### config.mk
export PLATFORM = sky130hd
export DESIGN_NAME = byte_serializer_flat
export DESIGN_NICKNAME = d
export VERILOG_FILES = /design/src/rtl/byte_serializer_pkg.sv /design/src/rtl/byte_serializer_if.sv /design/src/rtl/byte_serializer_bit_timer.sv /design/src/rtl/byte_serializer.sv /design/src/flat_wrapper.sv
export SDC_FILE = /design/constraint.sdc
export NUM_CORES = 1
export LEC_CHECK = 0
export CAP_MARGIN = 5
export CORE_MARGIN = 2
export CORE_UTILIZATION = 59
export CTS_CLUSTER_DIAMETER = 150
export DETAILED_ROUTE_END_ITERATION = 6
export PLACE_DENSITY = 0.94
export RECOVER_POWER = 25
export REMOVE_ABC_BUFFERS = 1
export SLEW_MARGIN = 10
export SYNTH_ARGS = -nofsm -noshare
export SYNTH_HDL_FRONTEND = slang
export SYNTH_SLANG_ARGS = --single-unit
### constraint.sdc
create_clock -name sysclk -period 5.1 [get_ports sysclk]
set_input_delay 0.765 -clock sysclk [delete_from_list [all_inputs] [get_ports sysclk]]
set_output_delay 0.765 -clock sysclk [all_outputs]
set_load 0.1 [all_outputs]
### src/rtl/byte_serializer_pkg.sv
// Shared definitions for the byte serializer: frame state encoding and line levels.
package byte_serializer_pkg;

  typedef enum logic [1:0] {
    IDLE  = 2'd0,
    START = 2'd1,
    DATA  = 2'd2,
    STOP  = 2'd3
  } state_t;

  localparam logic IDLE_LEVEL  = 1'b1;
  localparam logic START_LEVEL = 1'b0;

  // Level the serial line carries while the framer sits in a given state.
  function automatic logic line_level(input logic [1:0] state, input logic data_bit);
    logic level;
    case (state)
      IDLE:    level = IDLE_LEVEL;
      START:   level = START_LEVEL;
      DATA:    level = data_bit;
      STOP:    level = IDLE_LEVEL;
      default: level = IDLE_LEVEL;
    endcase
    return level;
  endfunction

endpackage

### src/rtl/byte_serializer_if.sv
// Byte stream handshake between the multiplexer stage (master) and the serializer (slave).
interface byte_serializer_if;
  logic [7:0] data_in;
  logic       data_valid;
  logic       ready;

  modport master (output data_in, output data_valid, input ready);
  modport slave  (input data_in, input data_valid, output ready);
endinterface

### src/rtl/byte_serializer_bit_timer.sv
// Bit-period timer: counts sysclk cycles within one serial bit and strobes at the last one.
module bit_timer #(
  parameter int CLKS_PER_BIT = 4
) (
  input  logic sysclk,
  input  logic reset,
  input  logic clear,
  input  logic run,
  output logic tick
);

  localparam logic [7:0] LAST_COUNT = 8'(CLKS_PER_BIT - 1);

  logic [7:0] baud_cnt_r;

  // Free-run 0..CLKS_PER_BIT-1 while a frame is active, parked at zero otherwise.
  always_ff @(posedge sysclk or posedge reset) begin
    if (reset) begin
      baud_cnt_r <= 8'd0;
    end else if (clear || !run) begin
      baud_cnt_r <= 8'd0;
    end else if (baud_cnt_r == LAST_COUNT) begin
      baud_cnt_r <= 8'd0;
    end else begin
      baud_cnt_r <= baud_cnt_r + 8'd1;
    end
  end

  assign tick = run && (baud_cnt_r == LAST_COUNT);

endmodule

### src/rtl/byte_serializer.sv
// Byte serializer: one-entry holding buffer feeding a start/8N/stop framer on a single line.
module byte_serializer
  import byte_serializer_pkg::*;
#(
  parameter int CLKS_PER_BIT = 4,
  parameter int STOP_BITS    = 1
) (
  input  logic             sysclk,
  input  logic             reset,
  input  logic             enable,
  byte_serializer_if.slave bus,
  output logic             serial_out,
  output logic             busy,
  output logic [15:0]      bytes_sent
);

  localparam logic [1:0] S_IDLE  = IDLE;
  localparam logic [1:0] S_START = START;
  localparam logic [1:0] S_DATA  = DATA;
  localparam logic [1:0] S_STOP  = STOP;
  localparam logic [2:0] STOP_LAST = 3'(STOP_BITS - 1);

  logic [1:0]  state_r, state_s;
  logic [7:0]  shift_r, shift_s;
  logic [2:0]  bit_cnt_r, bit_cnt_s;
  logic [7:0]  hold_r, hold_s;
  logic        hold_empty_r, hold_empty_s;
  logic [15:0] bytes_sent_r, bytes_sent_s;
  logic        serial_r, busy_r;
  logic        tick_s, accept_s, load_s, stop_done_s;
  logic        timer_clear_s, timer_run_s;

  assign timer_clear_s = !enable;
  assign timer_run_s   = (state_r != S_IDLE);

  bit_timer #(
    .CLKS_PER_BIT(CLKS_PER_BIT)
  ) u_bit_timer (
    .sysclk (sysclk),
    .reset  (reset),
    .clear  (timer_clear_s),
    .run    (timer_run_s),
    .tick   (tick_s)
  );

  // The buffer is only written while empty and only unloaded while full, so the two never collide.
  assign accept_s    = enable && bus.data_valid && hold_empty_r;
  assign stop_done_s = (state_r == S_STOP) && tick_s && (bit_cnt_r == STOP_LAST);
  assign load_s      = enable && !hold_empty_r && ((state_r == S_IDLE) || stop_done_s);

  // Holding buffer: capture on accept, release on load, flush when disabled.
  always_comb begin
    hold_s       = hold_r;
    hold_empty_s = hold_empty_r;
    if (!enable) begin
      hold_empty_s = 1'b1;
    end else if (accept_s) begin
      hold_s       = bus.data_in;
      hold_empty_s = 1'b0;
    end else if (load_s) begin
      hold_empty_s = 1'b1;
    end else begin
      hold_empty_s = hold_empty_r;
    end
  end

  // Framing FSM: next state, shifter, bit/stop counter and completed-frame count.
  always_comb begin
    state_s      = state_r;
    shift_s      = shift_r;
    bit_cnt_s    = bit_cnt_r;
    bytes_sent_s = bytes_sent_r;
    if (!enable) begin
      state_s   = S_IDLE;
      bit_cnt_s = 3'd0;
    end else begin
      case (state_r)
        S_IDLE: begin
          if (load_s) begin
            state_s = S_START;
            shift_s = hold_r;
          end else begin
            state_s = S_IDLE;
          end
        end
        S_START: begin
          if (tick_s) begin
            state_s = S_DATA;
          end else begin
            state_s = S_START;
          end
        end
        S_DATA: begin
          if (tick_s) begin
            shift_s = {1'b0, shift_r[7:1]};
            if (bit_cnt_r == 3'd7) begin
              state_s   = S_STOP;
              bit_cnt_s = 3'd0;
            end else begin
              bit_cnt_s = bit_cnt_r + 3'd1;
            end
          end else begin
            shift_s = shift_r;
          end
        end
        S_STOP: begin
          if (stop_done_s) begin
            // Reuse bit_cnt as the stop-bit counter; a waiting byte starts with no idle gap.
            bytes_sent_s = bytes_sent_r + 16'd1;
            bit_cnt_s    = 3'd0;
            state_s      = load_s ? S_START : S_IDLE;
            shift_s      = load_s ? hold_r : shift_r;
          end else if (tick_s) begin
            bit_cnt_s = bit_cnt_r + 3'd1;
          end else begin
            bit_cnt_s = bit_cnt_r;
          end
        end
        default: begin
          state_s   = S_IDLE;
          bit_cnt_s = 3'd0;
        end
      endcase
    end
  end

  // State registers; line and busy are registered from the next state so they match the current cycle.
  always_ff @(posedge sysclk or posedge reset) begin
    if (reset) begin
      state_r      <= S_IDLE;
      shift_r      <= 8'd0;
      bit_cnt_r    <= 3'd0;
      hold_r       <= 8'd0;
      hold_empty_r <= 1'b1;
      bytes_sent_r <= 16'd0;
      serial_r     <= IDLE_LEVEL;
      busy_r       <= 1'b0;
    end else begin
      state_r      <= state_s;
      shift_r      <= shift_s;
      bit_cnt_r    <= bit_cnt_s;
      hold_r       <= hold_s;
      hold_empty_r <= hold_empty_s;
      bytes_sent_r <= bytes_sent_s;
      serial_r     <= line_level(state_s, shift_s[0]);
      busy_r       <= (state_s != S_IDLE);
    end
  end

  assign bus.ready  = hold_empty_r;
  assign serial_out = serial_r;
  assign busy       = busy_r;
  assign bytes_sent = bytes_sent_r;

endmodule

### src/flat_wrapper.sv
// flat-port wrapper written by rule: the top's interface ports become plain ports
module byte_serializer_flat import byte_serializer_pkg::*;
#(
  parameter int CLKS_PER_BIT = 4,
  parameter int STOP_BITS    = 1
)
  (sysclk, reset, enable, serial_out, busy, bytes_sent, bus_data_in, bus_data_valid, bus_ready);
  byte_serializer_if bus_i ();
  input  logic sysclk;
  input  logic reset;
  input  logic enable;
  output logic serial_out;
  output logic busy;
  output logic [15:0] bytes_sent;
  input wire logic [$bits(bus_i.data_in)-1:0] bus_data_in;
  input wire logic [$bits(bus_i.data_valid)-1:0] bus_data_valid;
  output wire logic [$bits(bus_i.ready)-1:0] bus_ready;
  assign bus_i.data_in = bus_data_in;
  assign bus_i.data_valid = bus_data_valid;
  assign bus_ready = bus_i.ready;
  byte_serializer #(.CLKS_PER_BIT(CLKS_PER_BIT), .STOP_BITS(STOP_BITS)) u_core (.sysclk(sysclk), .reset(reset), .enable(enable), .bus(bus_i), .serial_out(serial_out), .busy(busy), .bytes_sent(bytes_sent));
endmodule
After elaboration in Yosys (flattened, before gate mapping)
Cells that the tools add are included.
{"block": "word_totals", "register_bits": 48, "input_bits": 12, "elab_cells": 74}
{"block": "op_classes", "n_addsub": 3, "eq_ne": 14, "mux": 24, "reduce_logical": 23}
{"op": "two-way mux 8 bit", "n": 5}
{"op": "one-hot mux 8 bit (3 select lines)", "n": 1}
{"op": "adder 16 x 1 -> 16 bit (second input constant)", "n": 1}
{"op": "two-way mux 3 bit", "n": 5}
{"op": "two-way mux 2 bit", "n": 5}
{"op": "adder 8 x 1 -> 8 bit (second input constant)", "n": 1}
{"op": "equality test 2 bit (second input constant)", "n": 4}
{"op": "equality test 8 x 2 -> 1 bit (second input constant)", "n": 1}
{"op": "one-hot mux 2 bit (4 select lines)", "n": 1}
{"op": "logical AND 1 bit", "n": 7}
{"op": "inequality test 3 x 1 -> 1 bit (second input constant)", "n": 2}
{"op": "one-hot mux 3 bit (2 select lines)", "n": 1}
{"op": "AND reduction 3 bit", "n": 2}
{"op": "two-way mux 1 bit", "n": 5}
{"op": "equality test 2 x 1 -> 1 bit (second input constant)", "n": 2}
{"op": "zero test 2 bit", "n": 2}
{"op": "inequality test 2 x 1 -> 1 bit (second input constant)", "n": 2}
{"op": "inequality test 4 x 2 -> 1 bit (second input constant)", "n": 1}
{"op": "AND reduction 4 bit", "n": 1}
{"op": "nonzero test 2 bit", "n": 2}
{"op": "adder 3 x 1 -> 3 bit (second input constant)", "n": 1}
{"op": "equality test 3 bit (second input constant)", "n": 1}
{"op": "zero test 1 bit", "n": 3}
{"op": "zero test 3 bit", "n": 1}
{"op": "other kinds (6)", "n": 7}

Longest topological paths before layout
{"block": "depth", "depth_word": 13, "ltp_mapped": 9}

Modules after synthesis
Synthesis repeated with hierarchy kept, for this count alone.
{"block": "hier_totals", "hier_cells": 204, "area_unflattened_um2": 2301.0}
{"module": "byte_serializer", "n_inst": 1, "cells_per_inst": 164, "area_each_um2": 1909.3, "seq_area_each_um2": 1003.5}
{"module": "bit_timer", "n_inst": 1, "cells_per_inst": 40, "area_each_um2": 391.6, "seq_area_each_um2": 200.2}

Worst setup path after synthesis
No wires, ideal clock.
{"block": "synth_timing", "path_kind": "register -> register", "startpoint": "register u_core.u_bit_timer.baud_cnt_r[0]", "endpoint": "register u_core.serial_r, in the netlist u_core.serial_out", "arrival_time_ns": 2.129, "t_required_ns": 5.015, "slack_ns": 2.886, "stages_incl_launch_ff": 9, "n_path_buf": 0, "cell_sequence": "dfrtp_1 ha_1 or3b_2 nor2_1 a21oi_1 or3_1 ha_1 nand2b_1 o221ai_1"}
{"block": "synth_via", "elab_chain_len": 13, "word_cells_on_any_way": 23, "cone_classes": "eq/ne: 4; mux: 12; reduce/logical: 7"}
{"item": "start, declared", "line": "byte_serializer_bit_timer.sv:14", "rtl": "logic [7:0] baud_cnt_r;"}
{"item": "start signal, assigned", "line": "byte_serializer_bit_timer.sv:25", "rtl": "baud_cnt_r <= baud_cnt_r + 8'd1;"}
{"item": "equality test 8 x 2 -> 1 bit *", "line": "byte_serializer_bit_timer.sv:29", "rtl": "assign tick = run && (baud_cnt_r == LAST_COUNT);"}
{"item": "logical AND 1 bit *", "line": "byte_serializer_bit_timer.sv:29"}
{"item": "logical AND 1 bit (2 in series)", "line": "byte_serializer.sv:48", "rtl": "assign stop_done_s = (state_r == S_STOP) && tick_s && (bit_cnt_r == STOP_LAST);"}
{"item": "logical OR 1 bit", "line": "byte_serializer.sv:49", "rtl": "assign load_s = enable && !hold_empty_r && ((state_r == S_IDLE) || stop_done_s);"}
{"item": "logical AND 1 bit", "line": "byte_serializer.sv:49"}
{"item": "two-way mux 1 bit", "line": "byte_serializer.sv:79, byte_serializer.sv:111"}
{"item": "two-way mux 2 bit", "line": "byte_serializer.sv:107", "rtl": "if (stop_done_s) begin"}
{"item": "one-hot mux 2 bit (4 select lines)", "line": "byte_serializer.sv:77", "rtl": "case (state_r)"}
{"item": "two-way mux 2 bit", "line": "byte_serializer.sv:73", "rtl": "if (!enable) begin"}
{"item": "equality test 2 bit or zero test 2 bit (tied branches)", "line": "byte_serializer_pkg.sv:17", "rtl": "case (state)"}
{"item": "OR reduction 2 bit (no line)"}
{"item": "one-hot mux 1 bit (3 select lines) *", "line": "byte_serializer_pkg.sv:17"}
{"item": "end signal, assigned", "line": "byte_serializer.sv:145", "rtl": "serial_r <= line_level(state_s, shift_s[0]);"}
{"item": "end, declared", "line": "byte_serializer.sv:29", "rtl": "logic serial_r, busy_r;"}
Mark *: on every way between the ends. The rest lies on a longest branch, timed or not. The select of a mux whose other input is x is not followed.
A chain may end at the register's enable or synchronous reset.

Worst setup path in the final report
{"block": "layout_timing", "startpoint": "register u_core.hold_empty_r, in the netlist u_core.bus.ready", "endpoint": "output bus_ready"}
{"item": "start, declared", "line": "byte_serializer.sv:27", "rtl": "logic hold_empty_r, hold_empty_s;"}
{"item": "start signal, assigned", "line": "byte_serializer.sv:143", "rtl": "hold_empty_r <= hold_empty_s;"}
{"item": "end, declared", "line": "flat_wrapper.sv:17", "rtl": "output wire logic [$bits(bus_i.ready)-1:0] bus_ready;"}
No word-level cell between the ends.

==> impl_metrics.env <==
export IMPL_path_buf_inv=1
export IMPL_io_pins=31
export IMPL_drv_cap=1
export IMPL_path_clk_slew_ns=0.09
export IMPL_num_vias=1714
export IMPL_hp_class="reg -> reg"
export IMPL_p_int_mw=0.568
export IMPL_routed_wl_um=4490
export IMPL_fmax_ghz=0.351
export IMPL_grtUsageTotal_pct=23.3
export IMPL_path_max_fanout=7
export IMPL_antennaDiodeCount=0
export IMPL_p_comb_share_pct=11.2
export IMPL_ir_drop_v=0.000158
export IMPL_initial_core_util_pct=63.1
export IMPL_rsz0062_at_grt="no"
export IMPL_yosysUniqueCellTypes=48
export IMPL_clockRootBuffer="clkbuf_8"
export IMPL_drtPass1Iterations=5
export IMPL_synth_edf_count=0
export IMPL_worst_pin_slew_ns=1.73
export IMPL_startpoint_type="flip-flop"
export IMPL_hold_buffers=0
export IMPL_drtIter0Drc=123
export IMPL_setup_ws_ns=2.25
export IMPL_grt_pass1_wl_um=7730
export IMPL_cts_tree="built"
export IMPL_fin_worst_skew_ns=0.0114
export IMPL_power_switching_mw=0.192
export IMPL_post_place_ws_ns=2.27
export IMPL_gp_congestion=0.876
export IMPL_synthesis_area_mm2=0.00236
export IMPL_grt_max_degree=49
export IMPL_core_area_mm2=0.00374
export IMPL_placed_cell_area_mm2=0.00269
export IMPL_slowest_stage="clkdlybuf4s50_1"
export IMPL_status="finished with violations"
export IMPL_clock_sinks=48
export IMPL_cts_path_max_buffers=2
export IMPL_synth_main_ff_cell="dfrtp_1"
export IMPL_io_buffers=30
export IMPL_yosys_register_bits=48
export IMPL_crit_type="reg -> out"
export IMPL_row_count=22
export IMPL_maxSlewViolCount=49
export IMPL_seq_area_frac_synth_pct=51.0
export IMPL_min_period_over_period_pct=55.8
export IMPL_pwr_share_seq_pct=57.8
export IMPL_swShare_pct=25.2
export IMPL_fin_nets=257
export IMPL_post_drt_via_cell_ratio=5.99
export IMPL_cts_buffers=5
export IMPL_grt_antenna_before_repair=0
export IMPL_drc=0
export IMPL_cpLargestDelayFamily="buffers and inverters"
export IMPL_synth_area_per_cell_um2=11.6
export IMPL_async_flop_share_pct=100
export IMPL_cts_htree_levels=2
export IMPL_clk_latency_ns=0.30
export IMPL_drive_gt1_share_pct=14.7
export IMPL_postRouteAntennaNets=0
export IMPL_fin_area_mm2=0.00278
export IMPL_violations="capacitance limit, slew limit"
export IMPL_arrival_ns=2.08
export IMPL_slowest_delay_ns=1.16
export IMPL_yosys_warnings=0
export IMPL_setup_tns_ns=0
export IMPL_p_per_area_mw_per_mm2=274
export IMPL_gr_total_overflow=0
export IMPL_synth_cells=204
export IMPL_dieArea_mm2=0.00453
export IMPL_p_leak_nw=1.22
export IMPL_routedWlPerCell_um=15.7
export IMPL_area_delta_synth_final_pct=17.7
export IMPL_pwr_share_clk_pct=31.0
export IMPL_cp_end_kind="output port"
export IMPL_final_util_pct=74.3
export IMPL_path_cells="clkdlybuf4s50_1"
export IMPL_finalHoldViolCount=0
export IMPL_post_cts_buffers=0
export IMPL_timing_hold_ws_ns=0.481
export IMPL_dp_hpwl_um=3230
export IMPL_setup_viol=0
export IMPL_relSlewSlack_pct=-15.6
export IMPL_die_h_um=67.3
export IMPL_cts_resized=0
export IMPL_grt_pass1_vias=1673
export IMPL_die_w_um=67.3
export IMPL_critPathRequiredTime_ns=4.34
export IMPL_period_needed_ns=2.85
export IMPL_rrSetupSlack_ns=2.46
## cell usage in the layout, fill, tap and decap left out, types with 4 or more instances in the layout
cell             count
a21oi_1              5
a221o_1              7
and2_2               6
and3_1               4
clkbuf_8             6
clkdlybuf4s50_1     29
dfrtp_1             46
ha_1                 8
inv_1                9
mux2_2               9
nand2_1              7
nand3_1             17
nand4_1              6
nor2_1              13
nor3_1               4
xnor2_1             13
xor2_1               8
## flip-flops by register name (all words and copies together) (netlist names)
register / cells
u_core.hold_r: 8
u_core.bus.ready: 1
u_core.bit_cnt_r: 3
u_core.bytes_sent: 16
u_core.busy: 1
u_core.shift_r: 8
u_core.serial_out: 1
u_core.state_r: 2
u_core.u_bit_timer.baud_cnt_r: 8
## routing by layer
metal | track usage, % | vias up | routed length [um]
met2 | 39.0 | 43 | 2210
met3 | 5.00 | 7 | 175
met4 | 8.67 | 0 | 87
li1 | - | 802 | -
met1 | 29.9 | 862 | 2020
met5 | 0 | - | 0
## worst paths after layout
path / depth (start not counted) / from / to
min in group asynchronous: 2 / reset / u_core.bytes_sent[9]
worst max register to register: 8 / u_core.u_bit_timer.baud_cnt_r[0] / u_core.serial_out
worst min register to register: 1 / u_core.bytes_sent[15] / u_core.bytes_sent[15]
worst min-delay path: 1 / u_core.bytes_sent[15] / u_core.bytes_sent[15]
worst max-delay path: 1 / u_core.bus.ready / bus_ready
max in group asynchronous: 2 / reset / u_core.bit_cnt_r[1]
## power by group through the flow
stage               combinational, mW  clock, mW  sequential [mW]
floorplan                      0.0504          0            0.449
global placement               0.0819          0            0.443
detailed placement             0.0870          0            0.444
CTS                            0.0863      0.238            0.438
global route                   0.0930      0.255            0.444
finish                         0.0853      0.236            0.439
## final cells by class
| type | count | area [um^2] |
|---|---|---|
| clock buffer | 7 | 86.3 |
| clock inverter | 1 | 7.51 |
| fill | 255 | 963 |
| inverter | 9 | 33.8 |
| multi-input combinational | 143 | 1090 |
| sequential | 48 | 1200 |
| tap | 48 | 60.1 |
| timing repair buffer | 30 | 300 |
## cell families after synthesis
logic type | count (synthesis) | synth area share [%]
simple gates | 80 | 21.3
flops | 48 | 51.0
compound gates | 23 | 7.79
xor+xnor | 21 | 7.79
buf+inv | 13 | 2.75
mux | 11 | 5.14
fa+ha+maj | 8 | 4.24
## synthesized netlist by cell type (all sizes together) (3+ instances only)
cell type | count | area share (%)
dfrtp | 46 | 49
nand3 | 18 | 4.0
nor2 | 13 | 2.1
xnor2 | 13 | 4.8
inv | 9 | 1.4
mux2 | 9 | 4.3
ha | 8 | 4.2
xor2 | 8 | 3.0
a221o | 7 | 3.0
and2 | 7 | 2.2
nand2 | 7 | 1.1
nand4 | 6 | 1.6
nor3 | 6 | 1.7
a21oi | 5 | 1.1
and3 | 5 | 1.4
buf | 3 | 1.2
## stage by stage
stage	total power [mW]	std cells
final	0.760	286
after global routing	0.792	286
after CTS	0.762	286
after detailed placement	0.531	278
after global placement	0.525	278
after floorplan	0.499	200
Note: power is estimated with default switching activity, not from simulation.
